--- config.mk ---
export PLATFORM = sky130hd
export DESIGN_NAME = muldiv_issue_ctrl
export DESIGN_NICKNAME = d
export VERILOG_FILES = /design/src/rtl/muldiv_issue_ctrl.sv
export SDC_FILE = /design/constraint.sdc
export NUM_CORES = 1
export LEC_CHECK = 0
export CORE_MARGIN = 2
export CORE_UTILIZATION = 30
export CTS_CLUSTER_DIAMETER = 200
export CTS_CLUSTER_SIZE = 14
export DETAILED_ROUTE_END_ITERATION = 8
export PLACE_DENSITY = 0.61
export SLEW_MARGIN = 20
export SYNTH_ARGS = -nofsm -noshare
export SYNTH_HDL_FRONTEND = slang
export SYNTH_SLANG_ARGS = --single-unit
--- constraint.sdc ---
create_clock -name clk -period 2 [get_ports clk]
set_input_delay 0.3 -clock clk [delete_from_list [all_inputs] [get_ports clk]]
set_output_delay 0.3 -clock clk [all_outputs]
set_load 0.1 [all_outputs]
--- src/rtl/muldiv_issue_ctrl.sv ---
// Issue/hazard control between EX and the shared HI/LO mul/div unit.
// Registers unit commands and stalls EX while a mul/div is in flight.
module muldiv_issue_ctrl #(
  parameter int MUL_LAT = 5,
  parameter int DIV_LAT = 10,
  parameter int CNT_W   = 4
) (
  input  logic        clk,
  input  logic        reset,
  input  logic        op_valid,
  input  logic [2:0]  op,
  input  logic [31:0] op_a,
  input  logic [31:0] op_b,
  input  logic        flush,
  output logic        stall,
  output logic        md_start,
  output logic        md_we,
  output logic        md_hilo,
  output logic [1:0]  md_mulop,
  output logic [31:0] md_a,
  output logic [31:0] md_b,
  output logic        busy,
  output logic        div_zero
);

  typedef enum logic [1:0] {
    IDLE,
    ISSUE_MD,
    ISSUE_WR,
    RUN
  } state_t;

  localparam logic [CNT_W-1:0] MUL_CNT = CNT_W'(MUL_LAT);
  localparam logic [CNT_W-1:0] DIV_CNT = CNT_W'(DIV_LAT);

  state_t           state;
  logic [CNT_W-1:0] cnt;

  logic live;
  logic accept;
  logic is_md;
  logic is_mt;
  logic is_dz;

  assign live   = op_valid & ~flush;
  assign stall  = live & (state != IDLE);
  assign accept = live & ~stall;
  assign busy   = (state != IDLE);

  assign is_md = ~op[2];
  assign is_mt = (op[2:1] == 2'b10);
  assign is_dz = is_md & op[1] & (op_b == '0);

  always_ff @(posedge clk) begin
    if (!reset) begin
      state    <= IDLE;
      cnt      <= '0;
      md_start <= 1'b0;
      md_we    <= 1'b0;
      md_hilo  <= 1'b0;
      md_mulop <= 2'b00;
      md_a     <= '0;
      md_b     <= '0;
      div_zero <= 1'b0;
    end else begin
      md_start <= 1'b0;
      md_we    <= 1'b0;
      div_zero <= 1'b0;
      unique case (state)
        IDLE: begin
          if (accept) begin
            // mfhi/mflo fall through: EX reads HI/LO directly
            unique case (1'b1)
              is_md && !is_dz: begin
                state    <= ISSUE_MD;
                md_start <= 1'b1;
                md_mulop <= op[1:0];
                md_a     <= op_a;
                md_b     <= op_b;
              end
              is_dz: begin
                div_zero <= 1'b1;
              end
              is_mt: begin
                state   <= ISSUE_WR;
                md_we   <= 1'b1;
                md_hilo <= ~op[0];
                md_a    <= op_a;
              end
              default: begin
              end
            endcase
          end
        end
        ISSUE_MD: begin
          cnt   <= md_mulop[1] ? DIV_CNT : MUL_CNT;
          state <= RUN;
        end
        ISSUE_WR: begin
          state <= IDLE;
        end
        RUN: begin
          if (cnt <= 1) begin
            cnt   <= '0;
            state <= IDLE;
          end else begin
            cnt <= cnt - 1'b1;
          end
        end
        default: begin
          state <= IDLE;
        end
      endcase
    end
  end

endmodule
== Word level (Yosys, flattened, before mapping) ==
Index checks and enable logic that the tools add are counted.

* Add/sub/neg operators: 1
* Multiply operators: 0
* Divide/modulo/power cells: 0
* Order comparisons: 1
* Equal/unequal tests: 7
* Shift-type cells: 0
* Multiplexer cells: 10
* Bitwise gates (word level): 9
* Reductions and logical operators: 12

{| class="wikitable"
|+ Operator list
! cell !! number
|-
| $logic_not 32->1 || 1
|-
| $reduce_and 3->1 || 5
|-
| $mux 4 || 2
|-
| $pmux 2 s4 || 1
|-
| $pmux 4 s2 || 1
|-
| $eq 2x2->1 const B || 3
|-
| $and 1x1->1 || 5
|-
| $le 4x1->1 const B || 1
|-
| $mux 2 || 2
|-
| $ne 2x2->1 const B || 2
|-
| $not 1->1 || 4
|-
| $pmux 2 s2 || 1
|-
| $reduce_bool 2->1 || 2
|-
| $sub 4x1->4 const B || 1
|-
| $mux 1 || 3
|-
| $ne 3x3->1 const B || 1
|-
| $eq 2x1->1 const B || 1
|-
| $logic_not 2->1 || 1
|-
| $reduce_or 2->1 || 1
|-
| $logic_and 1x1->1 || 1
|-
| $logic_not 1->1 || 1
|}

* Bits in registers: 76
* Bits in latches: 0
* Memory bits (writable): 0
* ROM bits: 0
* Bits of input ports: 71
* Memories: 0

== Depth between registers and ports, before layout ==
Gate-level depths: netlist of run 1.

* Depth after elaboration: 8
* Gate-level depth with buffers: 7
* Mapped depth without buffers: 6

== Worst setup path before layout of run 1 ==
OpenSTA, ideal clock, no wires.

* Path type: input port to output port
* Start: in flush
* End: out stall
* Arrival: 2.015 ns
* Required time: 1.700 ns
* Slack: -0.315 ns
* Cell stages on the path: 2
* Path through: nand2b_1 -> a21oi_1

* Cells in the longest elaborated chain, start to end: 3

{| class="wikitable"
|+ Ends and longest elaborated chain
! what !! RTL line !! RTL
|-
| start: declaration || 14 || <nowiki>input logic flush,</nowiki>
|-
| $not 1->1 || 45 || <nowiki>assign live = op_valid & ~flush;</nowiki>
|-
| $and 1x1->1 || 45 ||
|-
| $and 1x1->1 || 46 || <nowiki>assign stall = live & (state != IDLE);</nowiki>
|-
| end: declaration || 15 || <nowiki>output logic stall,</nowiki>
|}

Every way passes these cells.

== Worst setup path after layout of run 1 ==
* Start: in op_b[24]
* End: reg md_a[2]

* Cells in the longest elaborated chain, start to end: 6

{| class="wikitable"
|+ Ends and longest elaborated chain
! what !! RTL line !! RTL
|-
| start: declaration || 13 || <nowiki>input logic [31:0] op_b,</nowiki>
|-
| $logic_not 32->1 || 52 || <nowiki>assign is_dz = is_md & op[1] & (op_b == '0);</nowiki>
|-
| $and 1x1->1 || 52 ||
|-
| $logic_not 1->1 || 74 || <nowiki>is_md && !is_dz: begin</nowiki>
|-
| $logic_and 1x1->1 || 74 ||
|-
| $reduce_or 2->1 (no source line) || - ||
|-
| $reduce_and 3->1 (no source line) || - ||
|-
| end signal: assignment || 78 || <nowiki>md_a <= op_a;</nowiki>
|-
| end signal: assignment || 88 || <nowiki>md_a <= op_a;</nowiki>
|-
| end: declaration || 20 || <nowiki>output logic [31:0] md_a,</nowiki>
|}

Every way passes these cells.
A chain may end at the register's enable or synchronous reset.

==> flow_metrics.py, run 1 <==
metrics = {
    "synthesis": {
        "yosys_warnings": 0,
        "yosysTopAreaCellShare": 0.460,
        "synth_top_area_cell": "dfxtp_1",
        "synth_area_um2": 3310,
        "synth_fp_nets": 432,
        "synth.distinct_cells": 38,
        "seq_area_frac_synth": 0.460,
        "synthCells": 359,
        "synth_seq_cells": 76,
        "postSynthAreaPerCell_um2": 9.22,
        "ys_top_cells_by_area": "dfxtp_1 46%, mux2i_1 20%, nand2_1 15%",
    },
    "clock_network": {
        "clock_path_buffers": 2,
        "cts.clk_slew.worst_paths_ns": 0.07,
        "numCtsBuffers": 9,
        "ctsResizeCount": 0,
        "clk-insertion-delay-late_ns": 0.34,
        "cts.sinks": 76,
        "ctsHtreeMaxLevel": 3,
        "post-cts-setup-buffer-count": 0,
        "cts_tree": "yes",
        "ctsHoldBuffers": 0,
        "cts_root_buf": "clkbuf_8",
    },
    "layout": {
        "antenna_cells": 0,
        "final_common_cell": "nand2_1",
        "post-route-util": 0.463,
        "mostFrequentLayoutCells": "136 x nand2_1, 97 x buf_4, 76 x dfxtp_1",
        "drive_gt1_frac": 0.238,
        "fillers": 1056,
        "nNetsFinal": 591,
        "syn_to_final_growth_pct": 51.1,
    },
    "worst_setup_path": {
        "path_class": "in2reg",
        "cp_num_buf_inv": 4,
        "crit_end": "md_a[2]",
        "timing.rr.end": "md_b[0]",
        "crit_chain": "clkdlybuf4s50_1 > nor4_1 > buf_4 > nand3_1 > nor3_4 > buf_4 > a2111oi_4 > buf_12 > mux2i_1",
        "arrival_ns": 2.13,
        "rrSetupSlack_ns": 0.26,
        "required_ns": 2.22,
        "startpoint_type": "primary input",
        "max_stage_delay_ns": 0.42,
        "cp.depth": 9,
        "reg2reg_from": "state[1]",
        "crit_slowest_cell": "clkdlybuf4s50_1",
        "critPathLaunch": "op_b[24]",
        "critical_path.endpoint_type": "flip-flop",
        "cp_max_fo": 32,
        "cp_top_family": "buffers and inverters",
        "path_common_cell": "buf_4",
        "rr_worst_depth": 4,
    },
    "timing": {
        "rsz0062_at_grt": "false",
        "fin_crit_sh": 0.955,
        "slew_viol_final": 0,
        "max_freq_mhz": 523,
        "setup_tns_ns": 0,
        "clock_skew_ns": 0.00687,
        "maxSlewHeadroom": 0.678,
        "setup_ws_ns": 0.0897,
        "finalCriticalPeriod_ns": 1.91,
        "final-hold-violation-count": 0,
        "tightest_slew_ns": 0.479,
        "setup_viol": 0,
    },
    "die": {
        "start_util": 0.307,
        "io_pins": 143,
        "core-area_um2": 10800,
        "fp.dieArea_um2": 11900,
        "die_x_um": 109,
        "rows": 38,
        "die_height_um": 109,
    },
    "placement": {
        "place_congestion": 0.769,
        "dp_slack_ns": -0.331,
        "hpwl_mm": 6.22,
        "port_buffers": 142,
    },
    "route": {
        "vias_per_cell": 4.42,
        "ant_nets": 0,
        "routed_wl_mm": 8.42,
        "dr.pass1.iters": 4,
        "first_iter_violations": 82,
        "vias": 2927,
        "routedWlPerCell_um": 12.7,
        "drc": 0,
    },
    "global_route": {
        "grt.total_usage": 0.143,
        "antenna_found_initial": 0,
        "grt_pass1_vias": 2694,
        "grt_pass1_wl_mm": 13.2,
        "grt_start_max_net_pins": 56,
        "globalRouteOverflowTotal": 0,
    },
    "power_and_ir_drop": {
        "power-per-cell-area_nw_per_um2": 732,
        "vdd_drop_max_mv": 0.286,
        "power.total_mw": 3.66,
        "leakage_nw": 2.31,
    },
    "run": {
        "cap_violations": 0,
    },
    "worst_hold_path": {
        "hold_class": "in2reg",
    },
    "outcome": {
        "status": "finished, final reports clean",
    },
}
## layer usage
| layer | vias to the layer above | GRT usage | wire length (µm) |
|---|---|---|---|
| li1 | 1501 | - | - |
| met1 | 1325 | 0.187 | 3930 |
| met2 | 99 | 0.218 | 3710 |
| met3 | 2 | 0.0472 | 751 |
| met4 | 0 | 0.0549 | 31 |
| met5 | - | 0 | 0 |
## cells by family after synthesis
logic type | after synthesis | share of synthesized area
fa+ha+maj | 2 | 0.00756
flops | 76 | 0.460
compound gates | 15 | 0.0408
simple gates | 169 | 0.217
buf+inv | 30 | 0.0729
mux | 67 | 0.203
## worst register-to-register path, cell delays in order (launching register included)
cell     delay [ns]
dfxtp_1        0.38
or2_0          0.34
or4_4          0.60
buf_4          0.20
mux2i_1        0.12
## worst min path at each step
stage          startpoint        to  slack, ns  cells after the start
2_1_floorplan       op[2]  state[0]       0.40                      1
4_1_cts             reset    cnt[3]       0.32                      2
5_1_grt             reset    cnt[0]       0.32                      2
3_5_place_dp     md_a[17]  md_a[17]       0.45                      2
6_report            reset    cnt[1]       0.33                      2
3_3_place_gp     md_a[17]  md_a[17]       0.45                      2
## cells in the mapped netlist (all sizes together)
| library cell | count |
|---|---|
| o21ai | 3 |
| or4 | 1 |
| ha | 2 |
| a21o | 1 |
| dlygate4sd3 | 7 |
| nor3b | 1 |
| inv | 5 |
| clkbuf | 5 |
| o221a | 2 |
| buf | 12 |
| nor4b | 1 |
| a311o | 1 |
| nor2 | 9 |
| o211ai | 1 |
| a21boi | 1 |
| nor4 | 7 |
| nand2 | 136 |
| o31ai | 1 |
| dfxtp | 76 |
| a2111oi | 1 |
| mux2i | 67 |
| and3b | 1 |
| o211a | 2 |
| nor3 | 2 |
| a21oi | 2 |
| nand3 | 2 |
| dlygate4sd1 | 1 |
| and4b | 1 |
| or2 | 1 |
| nand3b | 1 |
| nand4 | 2 |
| and3 | 2 |
| and2 | 1 |
| nand2b | 1 |
## state kept, by name, summed over array words and instances, names as in the netlist
register  flops
md_a         32
md_b         32
cnt           4
md_mulop      2
state         2
div_zero      1
md_hilo       1
md_start      1
md_we         1
## where the power goes
part	switching (mW)	leakage, nW	internal, mW
logic	0.658	1.61	0.340
registers	0.0408	0.618	1.58
clock network	0.533	0.0893	0.509
## area by class of cell
cell class                      count  area [µm²]  share of cell area
Clock buffer                       13         159              0.0318
Inverter                            5        18.8             0.00375
Multi-Input combinational cell    253        1560               0.311
Sequential cell                    76        1520               0.304
Clock inverter                      2        10.0             0.00200
Timing Repair Buffer              173        1560               0.312
Tap cell                          140         175              0.0350
## per-stage QoR
stage          hold WS [ns]  instances  cell area, µm²
4_1_cts               0.315        662            4990
5_1_grt               0.320        662            5000
3_3_place_gp          0.446        647            4830
3_5_place_dp          0.451        647            4830
6_report              0.332        662            5000
2_1_floorplan         0.401        359            3320
No activity file was read; power rests on OpenSTA's default activity.
==> inputs of run 2 (changes only) <==
--- a/config.mk
+++ b/config.mk
@@ -5,12 +5,12 @@
 export SDC_FILE = /design/constraint.sdc
 export NUM_CORES = 1
 export LEC_CHECK = 0
+export ABC_AREA = 1
 export CORE_MARGIN = 2
 export CORE_UTILIZATION = 30
 export CTS_CLUSTER_DIAMETER = 200
 export CTS_CLUSTER_SIZE = 14
 export DETAILED_ROUTE_END_ITERATION = 8
-export PLACE_DENSITY = 0.61
 export SLEW_MARGIN = 20
 export SYNTH_ARGS = -nofsm -noshare
 export SYNTH_HDL_FRONTEND = slang
==> flow_metrics.py, run 2 <==
metrics = {
    "placement": {
        "port_buffers": 142,
        "dp_cells": 681,
        "place_congestion": 0.749,
        "hpwl_mm": 6.35,
        "placed_cell_area_um2": 4580,
    },
    "clock_network": {
        "numCtsBuffers": 9,
        "cts.clk_slew.worst_paths_ns": 0.07,
        "clock_path_buffers": 2,
        "ctsHtreeMaxLevel": 3,
        "clk-insertion-delay-late_ns": 0.34,
        "cts.sinks": 76,
        "ctsResizeCount": 0,
        "post-cts-setup-buffer-count": 0,
        "cts_tree": "yes",
        "cts_root_buf": "clkbuf_8",
        "ctsHoldBuffers": 0,
    },
    "synthesis": {
        "ys_top_cells_by_area": "dfxtp_1 50%, nor2_1 13%, o21ai_0 9.2%",
        "async_flop_share": 0,
        "postSynthAreaPerCell_um2": 7.51,
        "seq_area_frac_synth": 0.500,
        "synthMostInstantiatedCell": "nor2_1",
        "synth_seq_cells": 76,
        "synth_fp_nets": 478,
        "synth.distinct_cells": 27,
        "yosys_warnings": 0,
        "synth_commonest_cells": "102 x nor2_1, 76 x dfxtp_1, 56 x o21ai_0, 47 x inv_1, 38 x a21oi_1",
        "synthFlopType": "dfxtp_1",
        "synthCells": 405,
        "synth_top_area_cell": "dfxtp_1",
        "synth_edf_count": 0,
        "yosysTopAreaCellShare": 0.500,
        "synth_area_um2": 3040,
    },
    "layout": {
        "instances_no_fill": 697,
        "final_common_cell": "nor2_1",
        "antenna_cells": 0,
        "mostFrequentLayoutCells": "101 x nor2_1, 85 x buf_4, 76 x dfxtp_1",
        "nNetsFinal": 632,
        "fin_area_um2": 4760,
        "drive_gt1_frac": 0.207,
        "post-route-util": 0.485,
        "layout_top_registers": "md_a: 32 flops, md_b: 32 flops, cnt: 4 flops",
        "syn_to_final_growth_pct": 56.6,
    },
    "route": {
        "ant_nets": 0,
        "vias": 3060,
        "first_iter_violations": 84,
        "vias_per_cell": 4.39,
        "drc": 0,
        "dr.pass1.iters": 4,
        "routed_wl_mm": 8.46,
        "routedWlPerCell_um": 12.1,
    },
    "timing": {
        "final-hold-violation-count": 0,
        "slew_viol_final": 0,
        "whs_ns": 0.436,
        "rsz0062_at_grt": "false",
        "maxSlewHeadroom": 0.688,
        "clock_skew_ns": 0.00922,
        "fin_crit_sh": 0.892,
        "max_freq_mhz": 560,
        "tightest_slew_ns": 0.468,
        "finalCriticalPeriod_ns": 1.78,
        "setup_viol": 0,
    },
    "global_route": {
        "grt_pass1_wl_mm": 13.7,
        "globalRouteOverflowTotal": 0,
        "grt_pass1_vias": 2907,
        "antenna_found_initial": 0,
        "grt.total_usage": 0.156,
        "grt_start_max_net_pins": 38,
    },
    "worst_setup_path": {
        "arrival_ns": 1.48,
        "cp_max_fo": 2,
        "path_common_cell": "inv_1",
        "max_stage_delay_ns": 0.46,
        "cp_top_family": "buffers and inverters",
        "rr_worst_depth": 8,
        "required_ns": 1.70,
        "critical_path.endpoint_type": "output pin",
        "startpoint_type": "primary input",
        "crit_slowest_cell": "clkdlybuf4s50_1",
        "cp_num_buf_inv": 5,
        "cp.depth": 7,
        "crit_chain": "clkdlybuf4s50_1 > inv_1 > nor2_1 > inv_1 > buf_4 > nor2_2 > buf_12",
        "path_class": "in2out",
    },
    "worst_hold_path": {
        "hold_class": "in2reg",
        "min_path_cells": 3,
    },
    "run": {
        "cap_violations": 0,
    },
    "die": {
        "rows": 36,
        "start_util": 0.310,
        "core-area_um2": 9820,
        "io_pins": 143,
        "die_x_um": 105,
        "die_height_um": 105,
        "fp.dieArea_um2": 11000,
    },
    "power_and_ir_drop": {
        "power-per-cell-area_nw_per_um2": 854,
        "leakage_nw": 1.96,
        "power.total_mw": 4.07,
        "vdd_drop_max_mv": 0.346,
    },
    "outcome": {
        "status": "finished, final reports clean",
    },
}
==> run 2: cell count changes after synthesis, moves of 7 or more <==
| cell | before | now |
|---|---|---|
| inv_1 | 5 | 47 |
| nand2_1 | 136 | 25 |
| o21ai_0 | 3 | 56 |
| nor2_1 | 9 | 102 |
| mux2i_1 | 67 | 0 |
| dlygate4sd3_1 | 7 | 0 |
| a21oi_1 | 2 | 38 |
| o21ai_1 | 0 | 12 |
==> run 2: final timing paths <==
check                 from        to  slack (ns)
setup reg to reg    cnt[0]    cnt[1]        0.23
hold reg to reg    md_b[7]   md_b[7]        0.45
hold / removal       reset  div_zero        0.44
setup / recovery  op_valid     stall        0.22
==> run 2: layer usage <==
| metal | global-route usage | part of all wire | vias up | routed length, µm |
|---|---|---|---|---|
| met5 | 0 | 0 | - | 0 |
| met4 | 0.0543 | 0.013 | 0 | 110 |
| met3 | 0.0493 | 0.067 | 10 | 566 |
| met2 | 0.259 | 0.45 | 94 | 3810 |
| met1 | 0.190 | 0.47 | 1340 | 3970 |
| li1 | - | - | 1616 | - |
==> run 2: cell families after synthesis <==
| family | Yosys count | synth area share |
|---|---|---|
| compound gates | 112 | 0.191 |
| flops | 76 | 0.500 |
| buf+inv | 68 | 0.101 |
| xor+xnor | 1 | 0.00288 |
| fa+ha+maj | 2 | 0.00823 |
| simple gates | 146 | 0.197 |
==> run 2: metrics by stage <==
stage	setup slack, ns	setup TNS, ns
floorplan	0.185	0
global placement	-0.0501	-0.476
detailed placement	-0.0873	-2.35
CTS	0.195	0
global route	0.0371	0
finish	0.216	0
==> run 2: final cells by class <==
class	instances	area (µm²)
repair buffers	163	1490
multi-input cells	261	1220
clock buffers	10	138
well taps	133	166
fillers	1022	5060
clock inverters	6	46.3
flip-flops and latches	76	1520
inverters	48	180
==> run 2: tightest hold or removal path, stage by stage <==
cell,delay (ns)
buf_2,0.25
nand2_1,0.13
nor3_1,0.04
==> run 2: where the power goes <==
| part | leakage (nW) | internal, mW | switching, mW |
|---|---|---|---|
| sequential | 0.622 | 1.61 | 0.0561 |
| combinational | 1.25 | 0.380 | 0.944 |
| clock | 0.0893 | 0.493 | 0.579 |
